==> src/rtl/seq_s_feeder.sv <==
// seq_s_feeder: packs the host's ASCII query-sequence byte stream into
// 2-bit-per-base chunks of PE_SIZE bases and serves them one at a time on a
// request / one-cycle-valid handshake. A pack buffer collects bases while a
// ready buffer holds the previous closed chunk, so the host can keep streaming
// while a chunk waits for its request.
// Optional build macro: SEQ_SKIP_INVALID_EN -- non-ACGT bytes are consumed but
// not stored (default build stores them as base A).
module seq_s_feeder #(
  parameter int PE_SIZE     = 64,
  parameter int PE_SIZE_LOG = 6
) (
  input  logic                     clk,
  input  logic                     rst_n,
  input  logic [7:0]               i_char,
  input  logic                     i_char_valid,
  input  logic                     i_char_last,
  output logic                     o_char_ready,
  input  logic                     i_request_s,
  output logic [PE_SIZE*2-1:0]     o_s,
  output logic [PE_SIZE_LOG:0]     o_s_valid,
  output logic                     o_s_last,
  output logic                     o_bad_char
);

  localparam int CW = PE_SIZE_LOG + 1;
  localparam int DW = PE_SIZE * 2;

  typedef enum logic [0:0] {
    FILL  = 1'b0,
    STALL = 1'b1
  } state_t;

  // ASCII base to {bad, code}; anything outside ACGT/acgt is flagged bad.
  function automatic logic [2:0] encode(input logic [7:0] ch);
    logic [2:0] r;
    case (ch)
      8'h41, 8'h61: r = 3'b000;
      8'h43, 8'h63: r = 3'b001;
      8'h47, 8'h67: r = 3'b010;
      8'h54, 8'h74: r = 3'b011;
      default:      r = 3'b100;
    endcase
    return r;
  endfunction

  state_t          state;
  state_t          state_nxt;

  logic [DW-1:0]   pack_data;
  logic [CW-1:0]   pack_cnt;
  logic            pack_last;
  logic [DW-1:0]   rdy_data;
  logic [CW-1:0]   rdy_cnt;
  logic            rdy_last;
  logic            rdy_full;
  logic            pending;
  logic            seq_start;
  logic            char_ready;
  logic [DW-1:0]   s_data;
  logic [CW-1:0]   s_cnt;
  logic            s_last;
  logic            bad_char;

  logic [2:0]      enc;
  logic            char_bad;
  logic [1:0]      char_code;
  logic            accept;
  logic            write_en;
  logic [DW-1:0]   fill_data;
  logic [CW-1:0]   fill_cnt;
  logic            close;
  logic            deliver;
  logic            rdy_free;
  logic            transfer;
  logic            cand_last;
  logic            ready_nxt;

  assign enc       = encode(i_char);
  assign char_bad  = enc[2];
  assign char_code = enc[1:0];

  assign o_char_ready = char_ready;
  assign o_s          = s_data;
  assign o_s_valid    = s_cnt;
  assign o_s_last     = s_last;
  assign o_bad_char   = bad_char;

  // Datapath: byte acceptance, pack-buffer write, close and delivery decisions.
  always_comb begin
    accept = i_char_valid & char_ready;
`ifdef SEQ_SKIP_INVALID_EN
    write_en = accept & ~char_bad;
`else
    write_en = accept;
`endif
    fill_data = pack_data;
    if (write_en) begin
      fill_data[{pack_cnt[PE_SIZE_LOG-1:0], 1'b0} +: 2] = char_code;
    end else begin
      fill_data = pack_data;
    end
    fill_cnt = pack_cnt + {{(CW-1){1'b0}}, write_en};
    close    = accept & (i_char_last | (fill_cnt == CW'(PE_SIZE)));
    // A request seen this cycle is honoured immediately (1-cycle latency).
    deliver  = (pending | i_request_s) & rdy_full;
    // The ready buffer can take a chunk if empty or being emptied this edge.
    rdy_free = ~rdy_full | deliver;
  end

  // FSM state register.
  always_ff @(posedge clk or negedge rst_n) begin
    if (!rst_n) begin
      state <= FILL;
    end else begin
      state <= state_nxt;
    end
  end

  // FSM next state: stall while a closed chunk cannot move to the ready buffer.
  always_comb begin
    state_nxt = state;
    case (state)
      FILL: begin
        if (close & ~rdy_free) begin
          state_nxt = STALL;
        end else begin
          state_nxt = FILL;
        end
      end
      STALL: begin
        if (rdy_free) begin
          state_nxt = FILL;
        end else begin
          state_nxt = STALL;
        end
      end
      default: state_nxt = FILL;
    endcase
  end

  // FSM outputs: pack-to-ready transfer strobe and the registered ready value.
  always_comb begin
    transfer  = 1'b0;
    cand_last = 1'b0;
    case (state)
      FILL: begin
        transfer  = close & rdy_free;
        cand_last = i_char_last;
      end
      STALL: begin
        transfer  = rdy_free;
        cand_last = pack_last;
      end
      default: begin
        transfer  = 1'b0;
        cand_last = 1'b0;
      end
    endcase
    ready_nxt = (state_nxt == FILL);
  end

  // Pack buffer: collect bases, clear when the chunk moves to the ready buffer.
  always_ff @(posedge clk or negedge rst_n) begin
    if (!rst_n) begin
      pack_data <= '0;
      pack_cnt  <= '0;
      pack_last <= 1'b0;
    end else if (transfer) begin
      pack_data <= '0;
      pack_cnt  <= '0;
      pack_last <= 1'b0;
    end else if (accept) begin
      pack_data <= fill_data;
      pack_cnt  <= fill_cnt;
      pack_last <= i_char_last;
    end
  end

  // Ready buffer: load on transfer (in STALL fill_* equals the held pack), free on delivery.
  always_ff @(posedge clk or negedge rst_n) begin
    if (!rst_n) begin
      rdy_data <= '0;
      rdy_cnt  <= '0;
      rdy_last <= 1'b0;
      rdy_full <= 1'b0;
    end else if (transfer) begin
      rdy_data <= fill_data;
      rdy_cnt  <= fill_cnt;
      rdy_last <= cand_last;
      rdy_full <= 1'b1;
    end else if (deliver) begin
      rdy_data <= '0;
      rdy_cnt  <= '0;
      rdy_last <= 1'b0;
      rdy_full <= 1'b0;
    end
  end

  // Chunk output: present the ready buffer for exactly one cycle per delivery.
  always_ff @(posedge clk or negedge rst_n) begin
    if (!rst_n) begin
      s_data <= '0;
      s_cnt  <= '0;
      s_last <= 1'b0;
    end else if (deliver) begin
      s_data <= rdy_data;
      s_cnt  <= rdy_cnt;
      s_last <= rdy_last;
    end else begin
      s_data <= '0;
      s_cnt  <= '0;
      s_last <= 1'b0;
    end
  end

  // Control flags: one outstanding request, registered byte-ready.
  always_ff @(posedge clk or negedge rst_n) begin
    if (!rst_n) begin
      pending    <= 1'b0;
      char_ready <= 1'b0;
    end else begin
      pending    <= (pending | i_request_s) & ~deliver;
      char_ready <= ready_nxt;
    end
  end

  // Sticky bad-character flag, restarted by the first byte of each sequence.
  always_ff @(posedge clk or negedge rst_n) begin
    if (!rst_n) begin
      bad_char  <= 1'b0;
      seq_start <= 1'b1;
    end else if (accept) begin
      bad_char  <= seq_start ? char_bad : (bad_char | char_bad);
      seq_start <= i_char_last;
    end
  end

endmodule

==> config.mk <==
export PLATFORM = sky130hd
export DESIGN_NAME = seq_s_feeder
export DESIGN_NICKNAME = d
export VERILOG_FILES = /design/src/rtl/seq_s_feeder.sv
export SDC_FILE = /design/constraint.sdc
export NUM_CORES = 1
export LEC_CHECK = 0
export ABC_AREA = 1
export ABC_CLOCK_PERIOD_IN_PS = 6750
export CORE_MARGIN = 1.5
export CORE_UTILIZATION = 45
export CTS_BUF_LIST = sky130_fd_sc_hd__clkbuf_8 sky130_fd_sc_hd__clkbuf_16
export DETAILED_ROUTE_END_ITERATION = 10
export PLACE_DENSITY_LB_ADDON = 0.08
export SYNTH_ARGS = -nofsm -noshare
export SYNTH_HDL_FRONTEND = slang
export SYNTH_SLANG_ARGS = --single-unit
==> constraint.sdc <==
create_clock -name clk -period 6.75 [get_ports clk]
set_input_delay 0.675 -clock clk [delete_from_list [all_inputs] [get_ports clk]]
set_output_delay 0.675 -clock clk [all_outputs]
set_load 0.05 [all_outputs]
# Word level (Yosys, flattened, before mapping)
# Index checks and enable logic that the tools add are counted.
classes:
  shift: 2
  n_reduce_logical: 6
  n_eq_ne: 9
  n_mux: 25
  n_addsub: 2
  bitwise_logic: 15
ops:
  columns: ["op", "n"]
  rows:
  - ["128-bit two-way mux", 6]
  - ["128-bit bitwise mux", 1]
  - ["2-bit by 9-bit variable shift with 128-bit output (first input constant)", 1]
  - ["2-bit by 9-bit indexed part select with 128-bit output", 1]
  - ["8-bit by 7-bit equality test with 1-bit output (second input constant)", 8]
  - ["7-bit two-way mux", 5]
  - ["3-bit one-hot mux with 4 select lines", 1]
  - ["1-bit two-way mux", 9]
  - ["7-bit negation with 9-bit output", 1]
  - ["2-bit OR reduction", 4]
  - ["7-bit by 1-bit adder with 7-bit output", 1]
  - ["7-bit equality test (second input constant)", 1]
  - ["1-bit AND", 6]
  - ["1-bit one-hot mux with 2 select lines", 3]
  - ["1-bit NOT", 5]
  - ["1-bit OR", 4]
  - ["2-bit nonzero test", 2]
totals:
  out_inout_bits: 138
  word_cells: 74
  register_bits: 414
  in_bits: 13

# Depth between registers and ports, before layout
logic_depth:
  word_depth: 9
  mapped_depth: 18
  ltp_nobuf: 16

# Worst setup path before layout
# No wires, ideal clock.
synth_timing:
  path_kind: "reg2reg"
  startpoint: "register char_ready (netlist: o_char_ready)"
  endpoint: "register rdy_data[102]"
  path_stages_with_launch: 19
  slack_ns: 3.770
  t_arrival_ns: 2.848
  cell_sequence: "dfrtp_1 nand2_2 inv_2 buf_1 ha_1 ha_1 nand2_1 nor2_1 nand2_1 nand2_1 nand2_1 nor2_1 nand2_1 nand2_2 nand2_4 buf_4 buf_4 nand3_1 o21ai_1"
synth_via:
  elab_chain_cells: 8
synth_lines:
  columns: ["element", "line_no", "text"]
  rows:
  - ["from (decl)", "58", "logic char_ready;"]
  - ["from (signal assigned)", "223", "char_ready <= ready_nxt;"]
  - ["1-bit AND *", "90", "accept = i_char_valid & char_ready;"]
  - ["via accept", "67", "logic accept;"]
  - ["7-bit by 1-bit adder with 7-bit output", "102", "fill_cnt = pack_cnt + {{(CW-1){1'b0}}, write_en};"]
  - ["7-bit equality test", "103", "close = accept & (i_char_last | (fill_cnt == CW'(PE_SIZE)));"]
  - ["1-bit OR", "103", null]
  - ["1-bit AND", "103", null]
  - ["1-bit AND", "147", "transfer = close & rdy_free;"]
  - ["1-bit one-hot mux with 2 select lines", "145", "case (state)"]
  - ["128-bit two-way mux or 2-bit nonzero test (tied branches)", null, null]
  - ["to (signal assigned)", "187", "rdy_data <= fill_data;"]
  - ["to (decl)", "52", "logic [DW-1:0] rdy_data;"]
# Mark *: on every way through the listed nets, which the timed path passes. The rest lies on a longest branch.
# A chain may end at the register's enable or synchronous reset.

# Worst setup path after layout
layout_timing:
  startpoint: "input i_char_valid"
  endpoint: "register rdy_data[18]"
layout_via:
  elab_chain_cells: 8
layout_lines:
  columns: ["element", "line_no", "text"]
  rows:
  - ["from (decl)", "15", "input logic i_char_valid,"]
  - ["1-bit AND *", "90", null]
  - ["7-bit by 1-bit adder with 7-bit output", "102", null]
  - ["7-bit equality test", "103", null]
  - ["1-bit OR", "103", null]
  - ["1-bit AND", "103", null]
  - ["1-bit AND", "147", null]
  - ["1-bit one-hot mux with 2 select lines", "145", null]
  - ["128-bit two-way mux or 2-bit nonzero test (tied branches)", null, null]
# Mark *: on every way between the ends. The rest lies on a longest branch, timed or not.

==> flow_summary_export.csv <==
group,metric,value,unit
setup_path,crit_buf_inv,3,
logic_synthesis,synth_cell_types,32,
clocking,ctsResizeCount,0,
power_and_ir_drop,cellLeakagePower,10.0,nW
clocking,path_clk_slew,0.06,ns
die,dieArea,39400,µm²
timing,rsz0062_at_grt,"false",
power_and_ir_drop,ir_worst_vdd,0.182,mV
logic_synthesis,avgSynthCellArea,8.74,µm²
logic_synthesis,yosys_warnings,0,
timing,fmax,242,MHz
setup_path,crit_fanout,153,
die,fp.dieW,198,µm
logic_synthesis,syn_area,17200,µm²
global_route,grt_first_pass_wirelength,67.1,mm
setup_path,worst_path_largest_cell_delay,0.57,ns
global_route,grt-ovfl-total,0,
global_route,antenna_found_initial,0,
setup_path,cp_cell_sequence,"clkdlybuf4s50_1, nand2_2, inv_2, ha_1, ha_1, nand2_1, nor2_1, nand2_1, nand2_1, nand2_1, nor2_1, nand2_1, nand2_2, nand2_8, buf_4, nand3_1, o21ai_0",
route,first_pass_iters,5,
final_layout,n_antenna_cell,0,
final_layout,final_cells,2612,
final_layout,finalNetCount,2080,
setup_path,path_class,"input port to flip-flop",
clocking,post-cts-setup-buffers,0,
global_route,grtUsageMet1,31.6,%
clocking,cts.sinks,414,
die,pin_count,151,
timing,hold_viol_final,0,
logic_synthesis,yosysSeqAreaShare,60.3,%
logic_synthesis,syn_nets,1981,
setup_path,critical_path.slowest_cell,"inv_2",
power_and_ir_drop,power.total,6.10,mW
route,drtIter0Drc,824,
timing,worst_slew_pin_slew,1.21,ns
die,initial_core_util,45.6,%
route,drt-vias-per-instance,4.99,
global_route,busiest_layer,"met2",
global_route,grt_pass1_vias,12600,
final_layout,postLayoutCoreUtil,54.3,%
global_route,grt_max_degree,198,
placement,port_buffers,149,
clocking,ctsLongestPathBuffers,3,
status,run_status,"finished clean",
placement,dpl.hpwl,24.3,mm
logic_synthesis,synth-seq-cells,414,
setup_path,worstPathRequired,7.17,ns
die,die_h,198,µm
final_layout,syn2layout_area_growth,19.0,%
run,max_cap_viol_count,0,
logic_synthesis,yosys.area.top_type,"dfrtp_1",
power_and_ir_drop,power.density,299,nW/µm²
route,wl_per_cell,15.6,µm
timing,fin_skew,0.0127,ns
timing,setup_violations,0,
timing,timing.final.crit_share,61.2,%
logic_synthesis,syn_inst,1965,
timing,max_slew_margin,19.6,%
clocking,cts_tree,"done",
die,rows,71,
setup_path,startpoint_type,"input port",
setup_path,worstPathArrival,4.55,ns
global_route,grt_use_met2,33.4,%
clocking,clockRootBuffer,"clkbuf_16",
die,coreArea,37700,µm²
clocking,worstSkewPairLatency,0.55,ns
timing,whs,0.263,ns
setup_path,end_kind,"flip-flop",
timing,final.min_clock_period,4.13,ns
route,ant_nets,0,
global_route,track_usage,21.6,%
placement,dp.cells,2528,
route,wl,40.7,mm
clocking,htree_levels,2,
setup_path,crit_path_frequent_cell,"nand2_1",
global_route,globalRouteMet3Util,3.00,%
setup_path,critPathTopFamily,"simple AND/OR/NAND/NOR gates",
placement,place_congestion,0.797,
timing,slew_violations,0,
route,drc,0,
timing,setup_tns,0,ns
hold_path,hp-class,"input port to async pin",
clocking,cts_buffers,45,
logic_synthesis,synth_top_area_share,60.2,%
final_layout,drive_gt1_share,6.19,%
clocking,hold_buffers,0,
logic_synthesis,synth.area.top_cells,"dfrtp_1, nand2_1, nand3_1, nor2_1, inv_1",
route,dr_total_vias,13000,
metal layers:
layer / up-vias / wire (µm)
li1: 6345 / -
met1: 6344 / 19600
met2: 281 / 18400
met3: 57 / 1730
met4: 0 / 932
met5: - / 0
flip-flops by register name, indices dropped and copies added (netlist names):
signal and flops:
pack_data 128, rdy_cnt 7, seq_start 1, pending 1
state 1, rdy_last 1, o_char_ready 1, o_s_valid 7
rdy_data 128, rdy_full 1, pack_last 1, o_s 128
o_s_last 1, pack_cnt 7, o_bad_char 1
final cells by class:
| class | instances | area (µm²) |
|---|---|---|
| fill | 3580 | 17200 |
| sequential | 414 | 10400 |
| multi-input combinational | 1195 | 5330 |
| timing repair buffer | 167 | 1670 |
| clock buffer | 59 | 1340 |
| inverter | 241 | 905 |
| tap | 511 | 639 |
| clock inverter | 25 | 193 |
final timing paths:
kind / start / end / slack, ns / depth (start not counted)
setup reg to reg: o_char_ready$_DFF_PN0_ / rdy_data[18]$_DFFE_PN0P_ / 2.86 / 16
setup / recovery: i_char_valid / rdy_data[18]$_DFFE_PN0P_ / 2.62 / 17
hold reg to reg: rdy_data[28]$_DFFE_PN0P_ / o_s[28]$_DFF_PN0_ / 0.49 / 2
max in group asynchronous: rst_n / o_s[110]$_DFF_PN0_ / 4.94 / 2
hold / removal: rst_n / o_s[24]$_DFF_PN0_ / 0.26 / 1
min in group clk: rdy_data[28]$_DFFE_PN0P_ / o_s[28]$_DFF_PN0_ / 0.49 / 2
metrics by stage:
step	instance area, µm²	worst slack (ns)
global route	20400	2.23
global placement	18900	2.16
floorplan	17200	3.77
CTS	20400	2.65
detailed placement	18900	2.07
finish	20400	2.62
synth_stat cells:
library cell	number
clkinv_1	1
inv_1	231
nand3b_1	2
clkbuf_1	39
nor2_2	5
a21oi_1	36
nand3_2	1
a21oi_2	1
and2_1	10
nand2_1	424
dfrtp_1	413
nor3_1	4
or2_2	5
o21bai_1	1
nand4_1	43
dfstp_2	1
buf_4	31
buf_2	26
buf_1	14
nor2_1	283
nand3_4	1
nor3_2	2
nand2_4	2
inv_2	9
nand3_1	248
o21ai_0	75
nor2_8	2
nor2_4	1
buf_6	5
ha_1	3
nand2_2	7
o21ai_1	39
power breakdown:
part	switching [mW]	leakage [nW]	internal, mW	total [mW]
Clock	0.985	0.805	1.50	2.49
Sequential	0.0606	5.74	2.59	2.65
Combinational	0.755	3.48	0.201	0.956
kinds of logic after synthesis:
| group | Yosys count | synth area share [%] |
|---|---|---|
| AO/OA/AOI/OAI | 152 | 4.47 |
| adder cells (fa/ha/maj) | 3 | 0.219 |
| buffers and inverters | 356 | 8.86 |
| flip-flops | 414 | 60.3 |
| AND/OR/NAND/NOR | 1040 | 26.1 |
layout by cell type, fill, tap and decap left out, types with 15 or more instances in the layout:
| master | instances |
|---|---|
| nand3_1 | 248 |
| o21ai_1 | 38 |
| nand2_1 | 424 |
| buf_4 | 15 |
| clkbuf_16 | 47 |
| nand4_1 | 43 |
| nor2_1 | 283 |
| clkdlybuf4s50_1 | 148 |
| dfrtp_1 | 413 |
| o21ai_0 | 74 |
| a21oi_1 | 35 |
| inv_1 | 244 |
No activity file was read; power rests on OpenSTA's default activity.
